### config.mk
export PLATFORM = sky130hd
export DESIGN_NAME = seq_divide
export DESIGN_NICKNAME = d
export VERILOG_FILES = /design/src/rtl/seq_divide.sv
export SDC_FILE = /design/constraint.sdc
export NUM_CORES = 1
export LEC_CHECK = 0
export CAP_MARGIN = 40
export CORE_MARGIN = 5
export CORE_UTILIZATION = 45
export CTS_BUF_LIST = sky130_fd_sc_hd__clkbuf_8
export CTS_CLUSTER_DIAMETER = 60
export DETAILED_ROUTE_END_ITERATION = 12
export PLACE_DENSITY = 0.66
export RECOVER_POWER = 100
export SYNTH_ARGS = -nofsm -noshare
export SYNTH_HDL_FRONTEND = slang
export SYNTH_SLANG_ARGS = --single-unit
### constraint.sdc
create_clock -name clk -period 3.72 [get_ports clk]
set_clock_uncertainty 0.05 [all_clocks]
set_input_delay 1.116 -clock clk [delete_from_list [all_inputs] [get_ports clk]]
set_output_delay 1.116 -clock clk [all_outputs]
set_load 0.03 [all_outputs]
### src/rtl/seq_divide.sv
// Multi-cycle restoring divider: quot = floor(num * 2^FRAC / den), one quotient bit per clock.
// Optional remainder output is enabled by defining DIV_REM_EN.
module seq_divide #(
    parameter int W    = 8,
    parameter int FRAC = 1
) (
    input  logic                clk,
    input  logic                rst_n,
    input  logic                in_valid,
    output logic                in_ready,
    input  logic [W-1:0]        num,
    input  logic [W-1:0]        den,
    output logic                out_valid,
    input  logic                out_ready,
    output logic [W+FRAC-1:0]   quot,
    output logic                div_zero
`ifdef DIV_REM_EN
    ,
    output logic [W-1:0]        rem
`endif
);

    localparam int QW = W + FRAC;
    localparam int CW = $clog2(QW + 1);
    localparam logic [CW-1:0] LAST_STEP = CW'(QW - 1);

    typedef enum logic [1:0] {
        IDLE,
        CALC,
        DONE
    } state_t;

    state_t          state;
    logic [W-1:0]    den_q;
    logic [QW-1:0]   dvd_q;
    logic [W-1:0]    r_q;
    logic [CW-1:0]   cnt;

    logic [W:0]      t;
    logic            qbit;
    logic [W-1:0]    r_next;

    // The partial remainder always stays below den, so W bits hold it; the
    // extra trial bit only matters for the compare.
    always_comb begin
        t      = {r_q, dvd_q[QW-1]};
        qbit   = (t >= {1'b0, den_q});
        r_next = qbit ? (t[W-1:0] - den_q) : t[W-1:0];
    end

    always_ff @(posedge clk) begin
        if (!rst_n) begin
            state     <= IDLE;
            in_ready  <= 1'b0;
            out_valid <= 1'b0;
            quot      <= '0;
            div_zero  <= 1'b0;
            den_q     <= '0;
            dvd_q     <= '0;
            r_q       <= '0;
            cnt       <= '0;
`ifdef DIV_REM_EN
            rem       <= '0;
`endif
        end else begin
            case (state)
                IDLE: begin
                    in_ready <= 1'b1;
                    if (in_valid && in_ready) begin
                        in_ready <= 1'b0;
                        den_q    <= den;
                        dvd_q    <= QW'(num) << FRAC;
                        r_q      <= '0;
                        cnt      <= '0;
                        if (den == '0) begin
                            state    <= DONE;
                            quot     <= '1;
                            div_zero <= 1'b1;
`ifdef DIV_REM_EN
                            rem      <= num;
`endif
                        end else begin
                            state    <= CALC;
                            div_zero <= 1'b0;
                        end
                    end
                end

                CALC: begin
                    dvd_q <= dvd_q << 1;
                    r_q   <= r_next;
                    quot  <= {quot[QW-2:0], qbit};
                    cnt   <= cnt + 1'b1;
                    if (cnt == LAST_STEP) begin
                        state     <= DONE;
                        out_valid <= 1'b1;
`ifdef DIV_REM_EN
                        rem       <= r_next;
`endif
                    end
                end

                // A divide-by-zero enters DONE straight from IDLE and raises
                // out_valid one cycle later; hand-off needs a visible result.
                DONE: begin
                    if (!out_valid) begin
                        out_valid <= 1'b1;
                    end else if (out_ready) begin
                        state     <= IDLE;
                        out_valid <= 1'b0;
                        in_ready  <= 1'b1;
                    end
                end

                default: begin
                    state <= IDLE;
                end
            endcase
        end
    end

endmodule

# After elaboration in Yosys (flattened, before gate mapping)
# Index checks and enable logic that the tools add are counted.
# totals
register_bits	43
wordCells	57
inputBits	20
# classes
n_eq_ne	8
n_lt_le_gt_ge	1
n_reduce_logical	12
add_sub_neg	2
n_mux	25
# ops
op	count
one-hot mux 9 bit (2 select lines)	2
two-way mux 9 bit	3
two-way mux 8 bit	2
one-hot mux 8 bit (2 select lines)	1
two-way mux 2 bit	5
!= test 2 bit (second input constant)	5
greater-or-equal comparator 9 x 8 -> 1 bit	1
zero test 8 bit	1
one-hot mux 4 bit (2 select lines)	1
subtractor 8 bit	1
two-way mux 1 bit	7
one-hot mux 2 bit (3 select lines)	1
AND reduction 2 bit	3
AND reduction 3 bit	2
nonzero test 2 bit	3
adder 4 x 1 -> 4 bit (second input constant)	1
== test 4 bit (second input constant)	1
two-way mux 4 bit	1
one-hot mux 1 bit (2 select lines)	2
AND reduction 4 bit	1
== test 2 x 1 -> 1 bit (second input constant)	1
== test 2 bit (second input constant)	1
zero test 2 bit	1
logical AND 1 bit	1

# Logic depth before layout (Yosys ltp)
# logic_depth
word_depth	4
depth_mapped	9

# Worst setup path before layout
# OpenSTA, ideal clock, no wires.
# synth_timing
path_kind	input-to-reg
startpoint	input in_valid
endpoint	register r_q[5]
arrival_time_ps	2153
setup_slack_ps	1392
required_ps	3545
setup_ps	125
stages	7
path_buffers	2
path_cell_list	nand2_1 or3_4 buf_6 and3_4 buf_6 a32oi_1 o31ai_1
# synth_via
elab_chain_cells	3
# synth_rtl
item	line	rtl
start: declaration	9	input logic in_valid,
logical AND 1 bit	69	if (in_valid && in_ready) begin
!= test 2 bit (no source line)	--	
AND reduction 2 bit (no source line)	--	
end signal: assignment	91	r_q <= r_next;
end: declaration	36	logic [W-1:0] r_q;
# No other way between the ends.
# A chain may end at the register's enable or synchronous reset.

# Final worst setup path
# Ends and elaborated chain as after synthesis.

==> summary.txt <==
Outcome
  • Outcome: finished, final reports clean

Synthesis
  • Register bit total from synthesis: 42
  • Post-synth net total: 284
  • Cells after Synth: 253
  • Synth top area cells: dfxtp_1 (38%), nand2_1 (8.2%), ha_1 (5.7%)
  • Yosys top cell area share: 38.3%
  • Post-synthesis sequential area ratio: 38.3%
  • Synth cell types: 47
  • Synth Flop Type: dfxtp_1
  • FFs w/ async S/R, synth: 0%
  • YS warnings: 0
  • Mapped Area: 0.00220 sq mm
  • Mean post-synth cell area: 8.68 sq um
  • EDFF count, synth: 0
  • Synth area leader: dfxtp_1

STA
  • Final setup TNS: 0 ns
  • Least-Margin Pin Slew: 0.928 ns
  • Count of final max-slew check failures: 0
  • RSZ-0062 raised after global routing: false
  • Max-slew headroom: 37.7%
  • Final setup viols: 0
  • Hold WS: 0.416 ns
  • Final Hold Vio Count: 0
  • Min Tclk post-route: 2.95 ns
  • Fin crit share: 79.4%
  • Fmax: 339 MHz

Place
  • RePlAce Congestion: 0.810
  • I/O Buffers: 31
  • DP HPWL: 3310 um
  • DP Area: 0.00254 sq mm
  • Dpl cells: 340

Floorplan
  • Die Ht: 79.9 um
  • Die area: 0.00638 sq mm
  • Core ar.: 0.00472 sq mm
  • Initial Utilization: 46.5%
  • I/O pins: 32
  • Num rows: 25
  • Die Wd: 79.9 um

CTS
  • CTS Hold Buffers Added: 0
  • Root Buffer: clkbuf_8
  • Post-CTS Setup Bufs: 0
  • TritonCTS clock tree: yes
  • Clock Sinks: 42
  • CTS Buf Count: 5
  • Clock tree buffer depth: 2
  • H-tree depth: 2
  • Skew-Pair Late Insertion Delay: 0.30 ns
  • Post_cts resized: 0
  • Clk slew on worst S/H paths: 0.09 ns

Routing
  • Routed Antenna Nets: 0
  • Initial DRC Count: 100
  • Final Routed Wirelength: 4390 um
  • Drt drc: 0
  • Max Used Layer: met4
  • Met2 wire length: 2010 um
  • Via/cell ratio: 5.19
  • M1 wire length: 2170 um
  • Metal3 WL: 169 um
  • Detailed Routing Iterations Pass 1: 4
  • Via Count: 1807
  • Wirelength per Cell: 12.6 um

Critical path
  • Reg-to-reg startpoint: dvd_q[8]
  • FF-to-FF End: r_q[6]
  • Worst Path Required: 3.86 ns
  • Crit-path cells: dlygate4sd3_1 > nand2_1 > or3_1 > and3_1 > a32oi_1 > o31ai_1
  • CP max FO: 22
  • CP peak stage delay: 0.67 ns
  • Critical-path top delay cell: or3_1
  • Critical path capture point type: register
  • Worst reg2reg path depth: 8
  • Critical path class: input pin to register
  • R2r setup slk: 1.69 ns
  • Arr. time, crit path: 3.10 ns
  • Crit start category: input pin

Power and ir drop
  • Power per cell area: 420 mW/mm^2
  • Leakage: 1.09 nW
  • Max rail drop VDD: 0.253 mV

Global routing
  • Initial antenna violation count: 0
  • Pin count of the biggest net entering global routing: 25
  • GRT Total Usage: 15.0%
  • Vias in the first global route: 1716
  • Total gr overflow: 0
  • First-pass GRT wire length: 7650 um

Hold path
  • HP Class: register to register
  • Hold Path End: den_q[4]
  • HP Start: den_q[4]
  • Hold depth: 2

Job
  • Max Cap Viol: 0

Layout
  • Final core occ: 55.3%
  • Number of fill cells in the layout: 442
  • Final nets: 311
  • Final instance area: 0.00261 sq mm
  • Layout overhead on the synthesized area: 19.0%
  • Diodes inserted: 0
  • Layout Cells excl Fill: 348
  • Share of layout cells above drive strength 1: 7.47%
==> cell type report <==
type	instances	area [sq um]	area share (%)
clock buffers	5	68.8	2.63
well taps	67	83.8	3.21
flip-flops and latches	42	841	32.2
inverters	15	56.3	2.16
repair buffers	35	344	13.2
multi-input cells	181	1190	45.7
clock inverters	3	25.0	0.958
==> layer usage <==
layer  track usage, %  up-vias
met2             23.9       29
met3             3.84        5
met5                0        -
met4             4.56        0
li1                 -      945
met1             20.0      828
==> worst max-delay path: cells and delay by family <==
family          cells  cell delay [ns]
buf+inv             1             0.52
simple gates        3             1.18
compound gates      2             0.27
==> logic make-up after synthesis <==
family / synth area share [%]
AND/OR/NAND/NOR: 20.5
AO/OA/AOI/OAI: 23.2
flip-flops: 38.3
buffers and inverters: 6.67
XOR/XNOR: 2.39
multiplexers: 2.28
adder cells (fa/ha/maj): 6.61
==> synthesized netlist by cell type (all sizes together) (4+ instances only) <==
library cell and count:
nor2b 4, nor2 10, dfxtp 42, nand3 12, nand2 48, and2 4, o211a 8, ha 10
xor2 4, inv 15, a21boi 10, o221a 8, a21oi 8, buf 10, clkbuf 5, mux2i 5
o21ai 13
==> registers in the layout, summed over array words and instances, names as in the netlist <==
name and count:
cnt 4, quot 9, den_q 8, dvd_q 8
out_valid 1, state 2, in_ready 1, div_zero 1
r_q 8
==> worst max-delay path by stage <==
stage          startpoint       to  slack (ns)  cells after the start
6_report         in_valid   r_q[5]        0.77                      6
5_1_grt          in_valid   r_q[5]        0.66                      6
4_1_cts           quot[1]  quot[1]        1.18                      1
3_5_place_dp     in_valid   r_q[5]        0.88                      6
3_3_place_gp     in_valid   r_q[6]        0.91                      6
2_1_floorplan    in_valid   r_q[5]        1.39                      7
==> layout by cell type (no fill, tap or decap), drive strengths merged, types with 5 or more instances in the layout <==
cell type      count
ha                10
o221a              8
nand3             12
o211a              8
nand2             48
o21ai             13
clkbuf             6
inv               16
a21oi              8
a21boi            10
dfxtp             42
mux2i              5
nor2              10
dlygate4sd3       14
clkdlybuf4s50     17
==> through the flow <==
step                total power, mW  worst slack [ns]
CTS                            1.11              1.18
global route                   1.17             0.656
detailed placement            0.811             0.876
finish                         1.10             0.767
floorplan                     0.730              1.39
global placement              0.806             0.908
==> power by group <==
part / internal, mW / total (mW) / switching, mW / leakage, nW
clock: 0.135 / 0.305 / 0.169 / 0.0447
sequential: 0.480 / 0.501 / 0.0210 / 0.342
combinational: 0.133 / 0.292 / 0.159 / 0.704
(Power assumes the default switching activity.)
==> edit: new RTL, same flow settings <==
Reset style: asynchronous (`rst_n`), changed in one clocked block.
--- a/src/rtl/seq_divide.sv
+++ b/src/rtl/seq_divide.sv
@@ -48,7 +48,7 @@
         r_next = qbit ? (t[W-1:0] - den_q) : t[W-1:0];
     end
 
-    always_ff @(posedge clk) begin
+    always_ff @(posedge clk or negedge rst_n) begin
         if (!rst_n) begin
             state     <= IDLE;
             in_ready  <= 1'b0;
Behaviour: differs if rst_n is asserted again (counterexample within 4 cycles, from zero or initial values and one cycle with rst_n low); with rst_n held inactive, the same outputs for 10 cycles.
==> edit against the original RTL <==
- non-clock buffer count unchanged
- worst setup slack improved by 0.10 ns
- global-route usage increased by 1.7 points
- wire length up 8.5%
- design area grew 2.6%
- sequential cell count unchanged
- cell count is 4.0% lower
- synthesized area up 1.8%
- critical path type unchanged
Power is not compared: it rests on default switching activity, and its combinational part moved more than twofold at a synthesized area within 25%.
==> edit: results (changes against the original RTL) <==
outcome: "finished clean"
synth_cell_types: 48  # +2.1%
synth_common_cells: "dfrtp_1 (42), nand2_1 (41), nor2_1 (21)"
antenna_found_initial: 0  # unchanged
clkLatencyLatePin_ns: 0.29
root_buffer: "clkbuf_8"
fillCellCount: 459  # +3.8%
r2r_cells: 6  # -2
drive_above_1_share: 0.0787  # +0.00392
cap_viol_max_count: 0  # unchanged
nNetsFinal: 297  # -4.5%
h-tree-depth: 2  # unchanged
syn-num-nets: 266  # -6.3%
drt_iter0_markers: 134  # +34%
crit_fanout: 17  # -23%
avgRoutedWirePerCell_um: 14.3  # +13%
vias: 1780  # -1.5%
post-dp-hpwl_mm: 3.43  # +3.7%
top_register: "quot"
grt_pass1_wl_mm: 8.35  # +9.1%
grt_pass1_vias: 1753  # +2.2%
synth_area_leaders: "dfrtp_1 (47%), nand2_1 (6.9%), ha_1 (5.6%)"
yosysSeqAreaShare: 0.470  # +0.0874
cts_resized: 0  # unchanged
relSlewSlack: 0.330  # -0.0464
async_reset_ff_frac: 1.00  # +1.00
clock_path_buffers: 2  # unchanged
first_pass_iters: 4  # unchanged
cts_setup_buffers: 0  # unchanged
ir_worst_vdd_mv: 0.431
io_buffer_count: 31  # unchanged
grt_max_degree: 29  # +16%
numCtsBuffers: 5  # unchanged
path_clk_slew_ns: 0.08
p_leak_nw: 1.15
crit_arrival_ns: 3.01  # -0.09 ns
gp_congestion: 0.839  # +3.7%
wirelength_mm: 4.77  # +8.5%
worstHoldPathCells: 2  # unchanged
dp_cells: 326  # -4.1%
grt_usage: 0.167  # +0.0165
syn_inst: 235  # -7.1%
hp-class: "flop to flop"
## edit: cell types whose count changed in the layout (fill, tap and decap cells not counted), sizes merged, moves of 3 or more
cell | before | now
nand2b | 3 | 0
nand2 | 48 | 41
a21boi | 10 | 0
and2 | 4 | 0
nor3b | 3 | 0
nor2 | 10 | 22
o21ai | 13 | 17
o22a | 0 | 8
dfrtp | 0 | 42
o211a | 8 | 0
nand3 | 12 | 5
a31oi | 1 | 7
dfxtp | 42 | 0
o221a | 8 | 0
## edit: path summary, 6_finish.rpt
kind                          start       end  slack [ns]
max reg2reg                  r_q[5]    r_q[2]        1.61
max in group asynchronous     rst_n   quot[7]        2.09
min                        div_zero  div_zero        0.44
min in group asynchronous     rst_n    cnt[3]        0.87
max                        in_valid  den_q[7]        0.87
min reg2reg                div_zero  div_zero        0.44
## edit: worst max-delay path, cell delays in order
cell,delay [ns]
dlygate4sd3_1,0.57
nand2_1,0.11
nor3_2,0.77
buf_4,0.30
nand2_1,0.07
o21ai_0,0.07
## edit: kinds of logic after synthesis
group	count (synthesis)	synth area share
fa+ha+maj	11	0.0649
xor+xnor	6	0.0235
simple gates	84	0.170
flops	42	0.470
buf+inv	26	0.0521
mux	3	0.0134
compound gates	63	0.206
## edit: through the flow
stage          instance area (um2)  hold slack (ns)  utilization  setup WS (ns)
6_report                      2680            0.443        0.560          0.870
5_1_grt                       2680            0.481        0.560          0.627
4_1_cts                       2690            0.452        0.563           1.10
3_5_place_dp                  2610            0.430        0.545          0.789
3_3_place_gp                  2590            0.424        0.540          0.815
2_1_floorplan                 2230            0.402            -           1.67
## edit: layer usage
layer  track usage  routed length [um]  up-vias
met4        0.0456                  44        0
met1         0.227                2300      844
li1              -                   -      892
met3        0.0392                 231        5
met2         0.265                2190       39
met5             0                   0        -
## edit: area by class of cell
type	count	share of cell area
clock inverters	3	0.00653
inverters	15	0.0210
clock buffers	5	0.0257
repair buffers	35	0.128
well taps	67	0.0313
multi-input cells	167	0.396
flip-flops and latches	42	0.392
## edit: power breakdown
part           total [mW]  switching (mW)  internal [mW]  leakage [nW]
logic                1.49           0.883          0.606         0.596
clock network       0.287           0.157          0.130        0.0493
registers           0.808           0.150          0.658         0.503
